--- config.mk ---
export PLATFORM = sky130hd
export DESIGN_NAME = seq_detector_mealy
export DESIGN_NICKNAME = d
export VERILOG_FILES = /design/src/rtl/seq_detector_mealy.sv
export SDC_FILE = /design/constraint.sdc
export NUM_CORES = 1
export LEC_CHECK = 0
export BUFFER_PORTS_ARGS = -buffer_cell sky130_fd_sc_hd__buf_4
export CAP_MARGIN = 5
export CORE_MARGIN = 2
export CORE_UTILIZATION = 53
export CTS_CLUSTER_DIAMETER = 40
export DETAILED_ROUTE_END_ITERATION = 10
export GPL_TIMING_DRIVEN = 0
export PLACE_DENSITY = 0.8
export SKIP_LAST_GASP = 1
export SYNTH_ARGS = -nofsm -noshare
export SYNTH_HDL_FRONTEND = slang
export SYNTH_SLANG_ARGS = --single-unit
--- constraint.sdc ---
create_clock -name clk -period 2.9 [get_ports clk]
set_input_delay 0.145 -clock clk [delete_from_list [all_inputs] [get_ports clk]]
set_output_delay 0.145 -clock clk [all_outputs]
set_load 0.02 [all_outputs]
--- src/rtl/seq_detector_mealy.sv ---
// seq_detector_mealy: parametrised Mealy detector that matches a serial bit stream
// against a runtime-loadable PAT_W-bit pattern (MSB is the first bit received).
// The match pulse is combinational. A saturating counter records the matches for
// status readback.
module seq_detector_mealy #(
    parameter int               PAT_W   = 4,
    parameter logic [PAT_W-1:0] PATTERN = 4'b1101,
    parameter bit               OVERLAP = 1'b1,
    parameter int               CNT_W   = 8
) (
    input  logic             clk,
    input  logic             rst,
    input  logic             en,
    input  logic             in,
    input  logic             load,
    input  logic [PAT_W-1:0] pat_in,
    output logic             out,
    output logic [CNT_W-1:0] match_cnt,
    output logic [PAT_W-1:0] pattern
);

    // fill counts the accepted bits held in history, from 0 to PAT_W-1.
    // Its value is the state index S0..S(PAT_W-1) of the detector.
    localparam int               FILL_W   = $clog2(PAT_W);
    localparam logic [FILL_W-1:0] FILL_MAX = FILL_W'(PAT_W - 1);
    localparam logic [CNT_W-1:0]  CNT_MAX  = '1;

    logic [PAT_W-2:0]  r_hist;
    logic [FILL_W-1:0] r_fill;
    logic [PAT_W-1:0]  r_pat;
    logic [CNT_W-1:0]  r_cnt;

    logic [PAT_W-2:0]  w_hist_nxt;
    logic [FILL_W-1:0] w_fill_nxt;
    logic [PAT_W-1:0]  w_pat_nxt;
    logic [CNT_W-1:0]  w_cnt_nxt;

    logic [PAT_W-1:0]  w_window;
    logic              w_accept;
    logic              w_full;
    logic              w_hit;

    // The counter increments and holds once it reaches all ones.
    function automatic logic [CNT_W-1:0] sat_inc(input logic [CNT_W-1:0] c);
        return (c == CNT_MAX) ? c : c + 1'b1;
    endfunction

    // The fill level climbs to PAT_W-1 and stays there while the detector is armed.
    function automatic logic [FILL_W-1:0] fill_inc(input logic [FILL_W-1:0] f);
        return (f == FILL_MAX) ? f : f + 1'b1;
    endfunction

    // The candidate window is the stored history with the current bit appended as the newest (LSB).
    assign w_window = {r_hist, in};
    // A load strobe takes priority and the bit on that cycle is discarded.
    assign w_accept = en & ~load;
    assign w_full   = (r_fill == FILL_MAX);
    // The match fires only when a full window of PAT_W bits has been seen.
    // Gating with rst keeps the pulse low while the detector is held in reset.
    assign w_hit    = w_accept & w_full & (w_window == r_pat) & ~rst;

    assign out       = w_hit;
    assign match_cnt = r_cnt;
    assign pattern   = r_pat;

    // Next-state logic: holds by default, then applies load, then an accepted bit.
    always_comb begin
        w_hist_nxt = r_hist;
        w_fill_nxt = r_fill;
        w_pat_nxt  = r_pat;
        w_cnt_nxt  = r_cnt;
        if (load) begin
            w_pat_nxt  = pat_in;
            w_hist_nxt = '0;
            w_fill_nxt = '0;
        end else if (en) begin
            if (w_hit && !OVERLAP) begin
                // In non-overlapping mode the next match needs PAT_W fresh bits.
                w_hist_nxt = '0;
                w_fill_nxt = '0;
            end else begin
                w_hist_nxt = w_window[PAT_W-2:0];
                w_fill_nxt = fill_inc(r_fill);
            end
            if (w_hit) begin
                w_cnt_nxt = sat_inc(r_cnt);
            end
        end
    end

    // State register with asynchronous reset. Reset also restores the power-up pattern.
    always_ff @(posedge clk or posedge rst) begin
        if (rst) begin
            r_hist <= '0;
            r_fill <= '0;
            r_pat  <= PATTERN;
            r_cnt  <= '0;
        end else begin
            r_hist <= w_hist_nxt;
            r_fill <= w_fill_nxt;
            r_pat  <= w_pat_nxt;
            r_cnt  <= w_cnt_nxt;
        end
    end

endmodule
==> metrics.md, run 1 <==
| Metric | Value |
|---|---|
| Arrival time at the worst endpoint | `1.87 ns` |
| Row cnt | `13` |
| Sequential share of power | `roughly three fifths` |
| Initial DRT Pass Iterations | `2` |
| DR iter-0 viols | `1` |
| Worst Hold Class | `input port to register` |
| Starting Density | `about three fifths` |
| DRC | `0` |
| Actual slew at the worst max-slew pin | `0.613 ns` |
| Final max-slew violation count | `0` |
| WHS | `0.0880 ns` |
| Synth Area in Compound Gates | `0%` |
| Register area | `roughly 430 um^2` |
| Seq/Total Area, Yosys | `between 50% and 60%` |
| Setup TNS | `0 ns` |
| Fillers | `103` |
| Via count | `544` |
| Area grow syn2layout | `25.0%` |
| Period minus WS final | `1.70 ns` |
| Synth Area in Adders | `3.15%` |
| WL/cell | `about 13 um` |
| CTS Sinks | `17` |
| Htree depth | `1` |
| Clock-pin slew on the worst setup and hold paths | `approximately 0.1 ns` |
| First-pass GRT wire length | `2490 um` |
| Top Ports | `22` |
| Worst EP required | `slightly above 3 ns` |
| Total grt overflow | `0` |
| Unrepaired setup endpoints after global routing | `false` |
| Max clock buf depth | `2` |
| Pleak | `roughly 0.48 nW` |
| Power per standard cell area | `448 mW/mm^2` |
| Layout cell share with drive strength beyond 1 | `38.6%` |
| Routed WL | `1350 um` |
| Int Power | `333 uW` |
| Vias in the first global route | `about 600` |
| Post-Syn Area | `795 um^2` |
| CP Class | `register to register` |
| Port buffer count | `19` |
| Tot GR Track Use | `17.8%` |
| Cell variety after synth | `20` |
| Largest family of logic cells by synthesized area | `simple AND/OR/NAND/NOR gates` |
| Synth Instances | `64` |
| Crit-path max FO | `8` |
| Fin. Hold Viols | `0` |
| Synthesis-stage register bit count | `17` |
| Die width | `42.7 um` |
| Mean Syn Cell Area | `12.4 um^2` |
| Switching pwr | `112 uW` |
| Number of synthesized flops with an enable pin | `0` |
| Largest net degree at the start of global routing | `18` |
| Clock Skew | `roughly 0.0011 ns` |
| Diode count | `0` |
| Clk pwr share | `27.9%` |
| Final worst path period share | `58.5%` |
| Max_slew headroom | `59.1%` |
| Final RePlAce weighted congestion | `0.707` |
| Antenna Nets Post-Route | `0` |
| Synth Flop Type | `dfrtp_1` |
| Post-Synth Simple-Gate Area | `15.9%` |
| Initial antenna violation count | `0` |
| Die area | `0.00182 mm^2` |
| Max Fclk | `0.589 GHz` |
| Max cap viols | `0` |
| Multi-input gate area | `353 um^2` |
| Core outline area | `0.00135 mm^2` |
| Clock latency at the later pin of the worst-skew pair | `between 0.2 and 0.3 ns` |
| Post-Synth XOR/XNOR Area | `between 10% and 20%` |
| CTS Buf Count | `3` |
| Status | `complete, no violations` |
| Setup violations, final | `0` |
| Synth warn | `0` |
| Vias per cell | `5.28` |
| Combinational Power Share | `13.7%` |
| Critical path launch point type | `register` |
| Worst Setup End Kind | `register` |
| Die height | `42.7 um` |
| Async S/R FF share, synth | `100%` |
| Switching Share | `25.1%` |
| Final nets | `100` |
| Mux cell area share after synthesis | `12.1%` |
| Hpwl dp | `1020 um` |
| Syn Nets | `75` |
| Clock Root Buffer | `clkbuf_4` |
| Worst VDD drop | `0.000274 V` |
| CTS tree | `yes` |
[final cells by class]
| class | count | share of cell area [%] |
|---|---|---|
| clock inverter | 1 | 0.504 |
| sequential | 17 | 43.2 |
| timing repair buffer | 20 | 15.4 |
| tap | 15 | 1.89 |
| inverter | 1 | 0.378 |
| multi-input combinational | 44 | 35.5 |
| clock buffer | 3 | 2.27 |
| buffer | 2 | 0.882 |
[power by group through the flow]
stage / registers, mW / logic [mW] / clock network, mW
3_3_place_gp: 0.264 / 0.0596 / 0
4_1_cts: 0.260 / 0.0628 / 0.129
2_1_floorplan: 0.271 / 0.0318 / 0
3_5_place_dp: 0.264 / 0.0616 / 0
6_report: 0.260 / 0.0610 / 0.124
5_1_grt: 0.261 / 0.0684 / 0.138
[cells in the mapped netlist, drive strengths merged, types with 2 or more instances]
master	number	area share (%)
nor2	7	3.3
ha	2	3.1
and4	2	2.8
mux2i	4	5.0
nand4	3	2.4
mux2	5	7.1
dfrtp	14	44
dfstp	3	9.9
nand3	4	2.5
xnor2	11	12
[metrics by stage]
stage | util, % | power [mW] | cell area, um^2 | worst slack [ns] | cells
finish | 73.6 | 0.445 | 993 | 1.20 | 103
global placement | 70.8 | 0.323 | 956 | 1.22 | 98
CTS | 73.6 | 0.452 | 993 | 1.20 | 103
detailed placement | 70.8 | 0.326 | 956 | 1.22 | 98
global route | 73.6 | 0.468 | 993 | 1.08 | 103
floorplan | - | 0.302 | 795 | 1.22 | 64
[cell usage in the layout (no fill, tap or decap), types with 2 or more instances in the layout]
cell      Yosys  layout
mux2_2        4       4
nor2_1        7       7
dfrtp_1      14      14
buf_4         0      19
ha_1          2       2
dfstp_2       3       3
mux2i_1       4       4
xnor2_1      11      11
nand4_1       3       3
clkbuf_4      0       3
nand3_1       4       4
and4_4        2       2
[repair_timing]
item,CTS,global route
hold buffers,1,0
setup endpoints to repair,0,0
buffers inserted,0,0
endpoints found under the hold margin,14,0
gates resized for setup,0,0
[flip-flops by register name, indices dropped and copies added (netlist names)]
| name | flops |
|---|---|
| match_cnt | 8 |
| pattern | 4 |
| r_fill | 2 |
| r_hist | 3 |
[worst max-delay path, cell delays in order (launching register included)]
cell and delay, ns:
dfrtp_1 0.42, ha_1 0.26, and4_4 0.20, nor3_4 0.36, mux2_1 0.35
[per-layer routing]
metal | part of all wire (%) | track usage, %
met1 | 44 | 22.6
met2 | 50 | 30.9
met3 | 4.8 | 2.55
met4 | 0.74 | 5.63
met5 | 0 | 0
[path summary, 6_finish.rpt]
path	from	end	slack, ns	cells after the start
worst max-delay path	match_cnt[0]	match_cnt[1]	1.20	4
worst min-delay path	pat_in[2]	pattern[2]	0.09	2
worst max register to register	match_cnt[0]	match_cnt[1]	1.20	4
worst min register to register	match_cnt[7]	match_cnt[7]	0.51	1
max in group asynchronous	rst	pattern[1]	2.01	3
min in group asynchronous	rst	r_fill[0]	0.50	3
[cells by family after synthesis]
logic type | count (synthesis)
xor+xnor | 12
fa+ha+maj | 2
buf+inv | 3
flops | 17
mux | 9
simple gates | 21
Power figures use the tool's default switching activity.
==> run 2, diff against run 1 <==
ABC_AREA = 1   (was not set)
CORE_UTILIZATION = 48   (was 53)
PLACE_DENSITY = 0.73   (was 0.8)
clock period = 1.5 ns   (was 2.9 ns; I/O delays follow)
==> run 2 against run 1 <==
The flow now finishes with violations (negative setup slack). Design area increased by 52%. Combinational power grew to 3.7 times the previous value. Sequential cell count did not move. First-iteration DRC count grew to 18 times the previous value. Clock-buffer cell count is 1 higher. Power up 120%. Register-to-register slack lost 1.2 ns. Synthesized cell count up 150%. Routed wire length increased by 88%. Critical path type is now register to output port. Highest routed layer unchanged.
==> metrics.md, run 2 <==
| Metric | Value |
|---|---|
| Status | `finished, violations left` |
| Failing checks | `negative setup slack` |
| Max_slew headroom | `56.4%` |
| Clock latency at the later pin of the worst-skew pair | `0.30 ns` |
| Clock Skew | `0.0109 ns` |
| Mean Syn Cell Area | `roughly 7 um^2` |
| Cell Count, Final, Fillers Out | `226` |
| Diode count | `0` |
| Int Power | `slightly below 700 uW` |
| Synth area leaders | `dfrtp_1 (32%), nand2_1 (18%), inv_1 (8.3%)` |
| Crit-path max FO | `3` |
| Leading cell type in the layout, fill and taps excluded | `nand2_1` |
| Initial DRT Pass Iterations | `4` |
| Pleak | `0.732 nW` |
| Worst Setup End Kind | `output port` |
| Power per standard cell area | `roughly 650 mW/mm^2` |
| Max clock buf depth | `2` |
| Vias in the first global route | `990` |
| Fin. Hold Viols | `0` |
| Synth Instances | `157` |
| Cell variety after synth | `22` |
| Setup violations, final | `1` |
| Critical path launch point type | `register` |
| Max FFs per register | `8` |
| Total grt overflow | `0` |
| Post-synth top area share | `between 30% and 40%` |
| Synthesis-stage register bit count | `17` |
| Period minus WS final | `between 1.5 and 2 ns` |
| Worst Hold Class | `input port to register` |
| Htree depth | `1` |
| Multi-input gate area | `598 um^2` |
| Row cnt | `17` |
| Worst EP required | `1.42 ns` |
| CTS Buf Count | `3` |
| Starting Density | `50.2%` |
| Final max-slew violation count | `0` |
| Final design utilization | `69.5%` |
| Placed Cells | `206` |
| Synth Flop Type | `dfrtp_1` |
| Top Ports | `22` |
| Hpwl dp | `1720 um` |
| Seq/Total Area, Yosys | `39.4%` |
| Switching pwr | `299 uW` |
| Syn Nets | `168` |
| Die width | `51.7 um` |
| Area grow syn2layout | `38.3%` |
| WHS | `0.0702 ns` |
| Antenna Nets Post-Route | `0` |
| Layout cell share with drive strength beyond 1 | `38.4%` |
| Final worst slack | `-0.0157 ns` |
| Actual slew at the worst max-slew pin | `roughly 0.65 ns` |
| Post-Syn Area | `approximately 0.0011 mm^2` |
| Port buffer count | `21` |
| Synth area leader | `dfrtp_1` |
| Total power | `986 uW` |
| CP Class | `register to output port` |
| Register area | `429 um^2` |
| Most frequent cells in the layout | `nand2_1 (47), buf_4 (31), inv_1 (21)` |
| WL/cell | `11.3 um` |
| Final RePlAce weighted congestion | `0.844` |
| Unrepaired setup endpoints after global routing | `true` |
| Final worst path period share | `101%` |
| Core outline area | `between 0.002 and 0.0025 mm^2` |
| Fillers | `slightly below 200` |
| Die area | `0.00267 mm^2` |
| Async S/R FF share, synth | `100%` |
| Arrival time at the worst endpoint | `1.44 ns` |
| Max Fclk | `0.660 GHz` |
| First-pass GRT wire length | `a little under 4000 um` |
| Routed WL | `2540 um` |
| Switching Share | `30.3%` |
| Number of synthesized flops with an enable pin | `0` |
| Clock Root Buffer | `clkbuf_4` |
| CTS Sinks | `17` |
| Via count | `1082` |
| Final nets | `between 200 and 250` |
| Top cells by count, synth | `nand2_1 (53), inv_1 (24), dfrtp_1 (14)` |
| Synth warn | `0` |
| DR iter-0 viols | `18` |
| Tot GR Track Use | `between 20% and 30%` |
| Vias per cell | `4.79` |
| Die height | `around 52 um` |
| Initial antenna violation count | `0` |
| Clock-pin slew on the worst setup and hold paths | `0.11 ns` |
| Top-count cell post-synth | `nand2_1` |
| Worst VDD drop | `0.000488 V` |
| DRC | `0` |
| Clk pwr share | `between 20% and 30%` |
| Sequential share of power | `51.2%` |
| CTS tree | `yes` |
| Max cap viols | `0` |
| Combinational Power Share | `between 20% and 30%` |
| Largest net degree at the start of global routing | `18` |
## run 2: timing repair
| item | 4_1_cts | 5_1_grt |
|---|---|---|
| setup buffers | 3 | 8 |
| endpoints found under the setup margin | 1 | 8 |
| hold buffers | 5 | 0 |
| gates resized for setup | 4 | 17 |
| hold endpoints to repair | 18 | 0 |
| pin swaps | 3 | 11 |
## run 2: power by group through the flow
stage / registers, mW / logic (mW) / clock network, mW
final: 0.505 / 0.227 / 0.255
after global routing: 0.507 / 0.250 / 0.285
after CTS: 0.499 / 0.193 / 0.266
after detailed placement: 0.509 / 0.171 / 0
after global placement: 0.509 / 0.167 / 0
after floorplan: 0.522 / 0.0981 / 0
## run 2: path summary, 6_finish.rpt
kind,to,from,slack [ns],cells after the start
min in group asynchronous,match_cnt[2],rst,0.44,3
worst min-delay path,r_hist[0],in,0.07,3
max in group asynchronous,match_cnt[4],rst,0.63,3
worst max-delay path,out,pattern[2],-0.02,7
worst max register to register,match_cnt[3],pattern[3],0.01,9
worst min register to register,pattern[3],pattern[3],0.55,2
## run 2: layout make-up
| type | count | area share (%) |
|---|---|---|
| Sequential cell | 17 | 28.5 |
| Clock buffer | 4 | 1.74 |
| Multi-Input combinational cell | 108 | 39.7 |
| Buffer | 1 | 0.249 |
| Tap cell | 28 | 2.32 |
| Timing Repair Buffer | 37 | 19.5 |
| Inverter | 31 | 8.05 |
## run 2: kinds of logic after synthesis
family,after synthesis,synth area share [%]
compound gates,12,6.09
xor+xnor,2,1.61
fa+ha+maj,2,2.30
buf+inv,32,11.3
flops,17,39.4
simple gates,92,39.4
## run 2: metal layers
layer  part of all wire, %  track usage (%)  vias to the layer above  wire length [um]
met5                     0                0                        -                 0
met4                   1.6             9.65                        0                41
met3                   3.1             3.45                        5                80
met2                    52             37.8                       22              1330
met1                    43             21.5                      495              1090
li1                      -                -                      560                 -
## run 2: worst max-delay path: stages (launching register included)
cell and delay, ns:
dfstp_2 0.57, inv_2 0.05, nand2_2 0.06, nand2_2 0.07, inv_2 0.06, nand3_2 0.07, nor2_4 0.14, buf_6 0.13
## run 2: stage by stage
stage	setup TNS, ns	setup slack, ns	instance area (um^2)
after floorplan	0	0.0695	1090
after global placement	0	0.0626	1280
after detailed placement	0	0.0474	1280
after CTS	-0.00883	-0.00883	1390
after global routing	-0.264	-0.0956	1510
final	-0.0157	-0.0157	1510
